`src/rtl/uart_cmd_pkg.sv`:
```
// rtl/uart_cmd_pkg.sv - shared types and byte codes for the UART debug command receiver
package uart_cmd_pkg;

    typedef enum logic [2:0] {
        ST_IDLE     = 3'd0,
        ST_GET_ADDR = 3'd1,
        ST_GET_DATA = 3'd2,
        ST_WR_EXEC  = 3'd3,
        ST_RD_REQ   = 3'd4,
        ST_RD_WAIT  = 3'd5,
        ST_SEND     = 3'd6
    } state_e;

    localparam logic [7:0] CMD_W    = 8'h57;
    localparam logic [7:0] CMD_R    = 8'h52;
    localparam logic [7:0] CMD_P    = 8'h50;

    localparam logic [7:0] RSP_OK   = 8'h4B;
    localparam logic [7:0] RSP_PING = 8'h41;
    localparam logic [7:0] RSP_BAD  = 8'h3F;
    localparam logic [7:0] RSP_TMO  = 8'h45;

    function automatic int max_int(input int a, input int b);
        return (a > b) ? a : b;
    endfunction

endpackage

```
`src/rtl/uart_cmd_rx.sv`:
```
// rtl/uart_cmd_rx.sv - framed debug command decoder between UART byte FIFOs and an 8-bit register bus
//
// Ports:
//   i_clk, i_rst                 clock, synchronous active-low reset
//   i_rdata, i_rready, o_rreq    show-ahead RX byte FIFO; pop when o_rreq & i_rready
//   o_wdata, o_wvalid, i_wready  TX response byte handshake
//   o_reg_addr, o_reg_wdata      register bus address / write data
//   o_reg_we, o_reg_re           one-cycle write / read strobes
//   i_reg_rdata, i_reg_rvalid    register read return
//   o_busy                       high whenever not idle
//   o_err_cnt                    saturating count of aborted or invalid frames
module uart_cmd_rx
    import uart_cmd_pkg::*;
#(
    parameter int BYTE_TIMEOUT = 1_000_000,
    parameter int RD_TIMEOUT   = 255
) (
    input  logic       i_clk,
    input  logic       i_rst,
    input  logic [7:0] i_rdata,
    input  logic       i_rready,
    output logic       o_rreq,
    output logic [7:0] o_wdata,
    input  logic       i_wready,
    output logic       o_wvalid,
    output logic [7:0] o_reg_addr,
    output logic [7:0] o_reg_wdata,
    output logic       o_reg_we,
    output logic       o_reg_re,
    input  logic [7:0] i_reg_rdata,
    input  logic       i_reg_rvalid,
    output logic       o_busy,
    output logic [7:0] o_err_cnt
);

    localparam int TMO_MAX = max_int(BYTE_TIMEOUT, RD_TIMEOUT);
    localparam int TMO_W   = $clog2(TMO_MAX + 1);
    localparam logic [TMO_W-1:0] BYTE_LIM = TMO_W'(BYTE_TIMEOUT);
    localparam logic [TMO_W-1:0] RD_LIM   = TMO_W'(RD_TIMEOUT);

    state_e           state_q, state_d;
    logic [TMO_W-1:0] cnt_q, cnt_d;
    logic             is_wr_q, is_wr_d;
    logic [7:0]       addr_q, addr_d;
    logic [7:0]       wdata_q, wdata_d;
    logic [7:0]       rsp_q, rsp_d;
    logic [7:0]       err_q, err_d;
    logic             err_inc;
    logic             pop;

    // Popping is gated by reset so no byte is lost while the block is held in reset.
    assign pop = i_rst && i_rready &&
                 (state_q == ST_IDLE || state_q == ST_GET_ADDR || state_q == ST_GET_DATA);

    always_comb begin
        state_d = state_q;
        is_wr_d = is_wr_q;
        addr_d  = addr_q;
        wdata_d = wdata_q;
        rsp_d   = rsp_q;
        err_inc = 1'b0;

        case (state_q)
            ST_IDLE: begin
                if (pop) begin
                    case (i_rdata)
                        CMD_W: begin
                            is_wr_d = 1'b1;
                            state_d = ST_GET_ADDR;
                        end
                        CMD_R: begin
                            is_wr_d = 1'b0;
                            state_d = ST_GET_ADDR;
                        end
                        CMD_P: begin
                            rsp_d   = RSP_PING;
                            state_d = ST_SEND;
                        end
                        default: begin
                            rsp_d   = RSP_BAD;
                            err_inc = 1'b1;
                            state_d = ST_SEND;
                        end
                    endcase
                end
            end
            ST_GET_ADDR: begin
                if (pop) begin
                    addr_d  = i_rdata;
                    state_d = is_wr_q ? ST_GET_DATA : ST_RD_REQ;
                end else if (cnt_q == BYTE_LIM) begin
                    err_inc = 1'b1;
                    state_d = ST_IDLE;
                end
            end
            ST_GET_DATA: begin
                if (pop) begin
                    wdata_d = i_rdata;
                    state_d = ST_WR_EXEC;
                end else if (cnt_q == BYTE_LIM) begin
                    err_inc = 1'b1;
                    state_d = ST_IDLE;
                end
            end
            ST_WR_EXEC: begin
                rsp_d   = RSP_OK;
                state_d = ST_SEND;
            end
            ST_RD_REQ: begin
                state_d = ST_RD_WAIT;
            end
            ST_RD_WAIT: begin
                // Late data arriving exactly at expiry is still delivered.
                if (i_reg_rvalid) begin
                    rsp_d   = i_reg_rdata;
                    state_d = ST_SEND;
                end else if (cnt_q == RD_LIM) begin
                    rsp_d   = RSP_TMO;
                    err_inc = 1'b1;
                    state_d = ST_SEND;
                end
            end
            ST_SEND: begin
                if (i_wready) begin
                    state_d = ST_IDLE;
                end
            end
            default: begin
                state_d = ST_IDLE;
            end
        endcase

        // The counter only runs in states that can time out; it restarts on any pop or move.
        if (pop || state_d != state_q) begin
            cnt_d = '0;
        end else if (state_q == ST_GET_ADDR || state_q == ST_GET_DATA || state_q == ST_RD_WAIT) begin
            cnt_d = cnt_q + 1'b1;
        end else begin
            cnt_d = '0;
        end

        err_d = (err_inc && err_q != 8'hFF) ? err_q + 8'd1 : err_q;
    end

    always_ff @(posedge i_clk) begin
        if (!i_rst) begin
            state_q <= ST_IDLE;
            cnt_q   <= '0;
            is_wr_q <= 1'b0;
            addr_q  <= 8'h00;
            wdata_q <= 8'h00;
            rsp_q   <= 8'h00;
            err_q   <= 8'h00;
        end else begin
            state_q <= state_d;
            cnt_q   <= cnt_d;
            is_wr_q <= is_wr_d;
            addr_q  <= addr_d;
            wdata_q <= wdata_d;
            rsp_q   <= rsp_d;
            err_q   <= err_d;
        end
    end

    assign o_rreq      = pop;
    assign o_wdata     = rsp_q;
    assign o_wvalid    = (state_q == ST_SEND);
    assign o_reg_addr  = addr_q;
    assign o_reg_wdata = wdata_q;
    assign o_reg_we    = (state_q == ST_WR_EXEC);
    assign o_reg_re    = (state_q == ST_RD_REQ);
    assign o_busy      = (state_q != ST_IDLE);
    assign o_err_cnt   = err_q;

endmodule
```
`config.mk`:
```
export PLATFORM = sky130hd
export DESIGN_NAME = uart_cmd_rx
export DESIGN_NICKNAME = d
export VERILOG_FILES = /design/src/rtl/uart_cmd_pkg.sv /design/src/rtl/uart_cmd_rx.sv
export SDC_FILE = /design/constraint.sdc
export NUM_CORES = 1
export LEC_CHECK = 0
export ABC_AREA = 1
export CORE_MARGIN = 5
export CORE_UTILIZATION = 40
export DETAILED_ROUTE_END_ITERATION = 16
export PLACE_DENSITY = 0.76
export SLEW_MARGIN = 10
export SYNTH_ARGS = -nofsm -noshare
export SYNTH_HDL_FRONTEND = slang
export SYNTH_SLANG_ARGS = --single-unit
```
`constraint.sdc`:
```
create_clock -name i_clk -period 2.5 [get_ports i_clk]
set_clock_uncertainty 0.1 [all_clocks]
set_input_delay 0.25 -clock i_clk [delete_from_list [all_inputs] [get_ports i_clk]]
set_output_delay 0.25 -clock i_clk [all_outputs]
set_load 0.005 [all_outputs]
```
# Yosys cells after proc, flatten, opt, wreduce, memory -nomap -nowiden

Index checks and enable logic that the tools add are counted.

Mux-type cells: 23
Equality and inequality tests: 16
Bitwise gates (word level): 2
Add/subtract/negate cells: 2
Reductions and logical operators: 20

Operators by type and width:

| kind                  | number |
|---|---|
| $mux 3                | 9 |
| $eq 8x7->1 const B    | 3 |
| $mux 8                | 3 |
| $pmux 8 s3            | 1 |
| $pmux 3 s7            | 1 |
| $add 20x1->20 const B | 1 |
| $eq 20x20->1 const B  | 1 |
| $eq 20x8->1 const B   | 1 |
| $pmux 8 s2            | 1 |
| $eq 3x3->1 const B    | 3 |
| $add 8x1->8 const B   | 1 |
| $ne 8x8->1 const B    | 1 |
| $eq 3x2->1 const B    | 2 |
| $mux 1                | 6 |
| $reduce_bool 3->1     | 2 |
| $reduce_or 3->1       | 2 |
| $logic_or 1x1->1      | 5 |
| $ne 2x2->1 const B    | 2 |
| $reduce_and 2->1      | 2 |
| $reduce_and 4->1      | 1 |
| $reduce_or 2->1       | 2 |
| $eq 3x1->1 const B    | 1 |
| $logic_and 1x1->1     | 3 |
| $logic_not 3->1       | 1 |
| 7 further kinds       | 8 |

Bits of input ports: 21
Word-level logic and storage cells: 70
Bits in registers: 56
Output and inout port bits: 37

# Longest topological paths before layout

Depth in word-level cells: 9
Depth in mapped cells: 15
Depth with buffers taken out: 14

# Least setup slack after synthesis

Ideal clock, no wire load.

Path type: reg2reg
From: reg cnt_q[0]
To: reg cnt_q[2]
Stages on the path, launching flop included: 12
Data required time: 2.283 ns
Library setup time: 0.117 ns
Data arrival time: 1.544 ns
Setup slack: 0.740 ns
Buffers on the path: 1
Period minus slack after synthesis: 1.760 ns
Cells stage by stage: dfxtp_1 ha_1 nand3_2 nor2_4 nand3_1 nand3_1 nand2_1 nor2_2 nand2_1 nand4_2 buf_6 nor2_2

Word-level cells in the longest chain between the ends: 7
Elaborated cells between the ends (all ways): 12
Classes of those cells: 1 x add/sub; 3 x eq/ne; 6 x mux; 2 x reduce/logical

RTL lines:

| element                                            | line                                                      | source |
|---|---|---|
| from (decl)                                        | uart_cmd_rx.sv:42                                         | `logic [TMO_W-1:0] cnt_q, cnt_d;` |
| from (signal assigned)                             | uart_cmd_rx.sv:156                                        | `cnt_q <= cnt_d;` |
| $eq 20x8->1 / $eq 20x20->1 (equally long branches) | uart_cmd_rx.sv:117, uart_cmd_rx.sv:91, uart_cmd_rx.sv:100 |  |
| $mux 3 (on tied branches)                          | uart_cmd_rx.sv:117, uart_cmd_rx.sv:91, uart_cmd_rx.sv:100 |  |
| $mux 3 (on tied branches)                          | uart_cmd_rx.sv:114, uart_cmd_rx.sv:88, uart_cmd_rx.sv:97  |  |
| $pmux 3 s7                                         | uart_cmd_rx.sv:63                                         | `case (state_q)` |
| $ne 3x3->1                                         | uart_cmd_rx.sv:134                                        | `if (pop \|\| state_d != state_q) begin` |
| $logic_or 1x1->1                                   | uart_cmd_rx.sv:134                                        |  |
| $reduce_or 3->1 (no source line)                   | n/a                                                       |  |

Several ways; a longest one is shown, not always the timed one.
A chain may end at the register's enable or synchronous reset.

# Final worst setup path

From: reg state_q[0]
To: out o_busy

Word-level cells in the longest chain between the ends: 1

RTL lines:

| element                | line               | source |
|---|---|---|
| from (decl)            | uart_cmd_rx.sv:41  | `state_e state_q, state_d;` |
| from (signal assigned) | uart_cmd_rx.sv:155 | `state_q <= state_d;` |
| $reduce_bool 3->1      | uart_cmd_rx.sv:172 | `assign o_busy = (state_q != ST_IDLE);` |
| to (decl)              | uart_cmd_rx.sv:32  | `output logic o_busy,` |

Every way passes these cells.

==> out/results.ini <==
[detailed_routing]
ant_nets = 0
wl_met1_um = 2989
top_layer_used = met4
drt-total-wl_um = 6293
wire_per_inst_um = 11.14
dr.first_iter.drc_count = 166
drtPass1Iterations = 4
num_vias = 2636
route.detailed.drc = 0
met3_wirelength_um = 400
met2_length_um = 2824
vias_per_cell = 4.665

[yosys]
netlist_instances = 404
ys_seq_area_share_pct = 38.84
syn-cell-area_um2 = 2887
synth_most_common_cell = nand2_1
synthFlopType = dfxtp_1
netlist.area_leader.share_pct = 38.84
netlist_top_cells_area = dfxtp_1 (39%), nand2_1 (13%), nor2_1 (7.4%)
synth_nets = 428
yosys.area.top_type = dfxtp_1
yosys_warnings = 0
syn_avg_cell_area_um2 = 7.145
synth_cell_types = 32
synth_edf_count = 0
ys_ff_latch = 56
synthArstFlopShare_pct = 0
ys_top_cells_by_count = nand2_1 (97), nor2_1 (57), dfxtp_1 (56)

[timing]
setup_viol = 0
finalCritPeriodShare_pct = 85.55
slew_violations = 0
worst_pin_slew_ns = 0.5347
rsz0062_at_grt = false
hold_viol_final = 0
min_period_ns = 2.139
finalWorstSetupSlack_ns = 0.3614
slew-limit-headroom_pct = 64.31
tns_ns = 0
fmax_mhz = 467.6

[finish]
layoutNonFillerInstCount = 565
finalNetCount = 489
area_growth_pct = 27.40
diodes = 0
seq_area_um2 = 1121
nFillCells = 699
multi_input_comb_area_um2 = 1555
drive_gt1_share_pct = 13.09
fin_util_pct = 51.53

[critical_path]
worst_setup_path_end_kind = output port
r2r_cells = 11
slowest_delay_ns = 0.47
arrival_ns = 1.79
reg2reg_from = cnt_q[0]
cpMostUsedCell = inv_1
required_ns = 2.15
crit_chain = nor2_1 > inv_1 > nor2_2 > inv_1 > clkdlybuf4s50_1
worstReg2RegEnd = cnt_q[5]
cp_slowest_cell = clkdlybuf4s50_1
crit_buf_inv = 3
path_delay_family = buffers and inverters
crit_fanout = 6
startpoint_type = register
reg2reg_slack_ns = 0.49
path_class = reg2out

[placement]
gp_congestion = 0.9048
portBuffers = 57
dp_slack_ns = 0.3025
dp_hpwl_um = 4699
placed_cells = 557

[power]
p_leak_nw = 1.420
ir_drop_uv = 285.1
p_per_area_nw_per_um2 = 719.2

[clocking]
clk_latency_ns = 0.32
ctsResizeCount = 0
tritoncts = done
clock-sinks = 56
root_buffer = clkbuf_8
clk_pin_slew_worst_paths_ns = 0.11
cts-htree-levels = 2
post_cts_buffers = 0
cts_hold_buf = 0
cts_inserted_buffers = 5
clock_path_buffers = 2

[floorplanning]
io_pins = 58
rows = 31
core_um2 = 7137
die_area_um2 = 9016
initial_core_util_pct = 40.45
die_y_um = 94.95
die_width_um = 94.95

[global_route]
antenna_found_initial = 0
grt_pass1_wl_um = 10560
grt_pass1_vias = 2427
overflow = 0
gr-usage-all-layers_pct = 14.39
grt_max_degree = 23

[run]
maxCapViolCount = 0

[min_path]
min_path_cells = 1
hp-class = reg2reg
hold_start = cnt_q[0]
worstHoldEndpoint = cnt_q[0]

[outcome]
status = complete, no violations

## logic make-up (layout without fill, tap and decap cells)
kind of cell,count (synthesis),in the layout,synth area share (%)
buffers and inverters,51,113,7.282
AOI/OAI and AO/OA,43,43,8.150
adders and majority gates,3,3,1.301
DFF,56,56,38.84
and+or+nand+nor,228,228,37.45
xor gates and xnor gates,23,23,6.979
## cell type report
type	count	area share [%]
Timing Repair Buffer	61	16.67
Multi-Input combinational cell	297	42.29
Sequential cell	56	30.49
Inverter	44	4.559
Clock buffer	6	2.246
Tap cell	99	3.368
Clock inverter	2	0.3743
## layout by cell type, fill, tap and decap left out, types with 2 or more instances in the layout
master,n
nor2_8,2
a211oi_1,5
nor2_2,25
a21oi_1,12
o21ai_0,22
nor3_2,2
nor3_1,4
inv_2,5
nor2_1,57
xor2_1,17
ha_1,3
inv_1,38
nand2_2,6
clkbuf_8,6
nor2_4,2
nand3_1,19
nand3_2,2
buf_4,3
clkdlybuf4s50_1,57
nand2_4,2
nand2_1,97
nand4_1,7
xnor2_1,6
dfxtp_1,56
## per-stage QoR
| step | power (mW) | area, um2 | hold slack, ns |
|---|---|---|---|
| 3_5_place_dp | 2.132 | 3581 | 0.3605 |
| 2_1_floorplan | 1.744 | 2887 | 0.2627 |
| 3_3_place_gp | 2.118 | 3581 | 0.3511 |
| 6_report | 2.645 | 3677 | 0.3819 |
| 5_1_grt | 2.832 | 3677 | 0.3959 |
| 4_1_cts | 2.663 | 3677 | 0.3839 |
## worst max path at each step
stage	from	to	slack (ns)	cells past startpoint
2_1_floorplan	cnt_q[0]	cnt_q[2]	0.74	11
3_3_place_gp	i_rdata[6]	cnt_q[3]	0.37	13
3_5_place_dp	i_rdata[6]	cnt_q[3]	0.30	13
4_1_cts	state_q[0]	o_busy	0.37	5
5_1_grt	state_q[0]	o_busy	0.29	5
6_report	state_q[0]	o_busy	0.36	5
## state kept, by name, indices dropped and copies added, names as in the netlist
| name | count |
|---|---|
| cnt_q | 20 |
| is_wr_q | 1 |
| o_err_cnt | 8 |
| o_reg_addr | 8 |
| o_reg_wdata | 8 |
| o_wdata | 8 |
| state_q | 3 |
## report_power, final
group          total, mW  switching (mW)  internal [mW]
Sequential          1.09          0.0935           1.00
Combinational       1.02           0.585          0.437
Clock              0.529           0.302          0.227
Total               2.64           0.980           1.66
## routing by layer
metal  up-vias  global-route usage (%)
met5         -                       0
met4         0                   3.966
met3         6                   3.347
met2        69                   23.55
met1      1162                   18.94
li1       1399                       -
(Power assumes the default switching activity.)
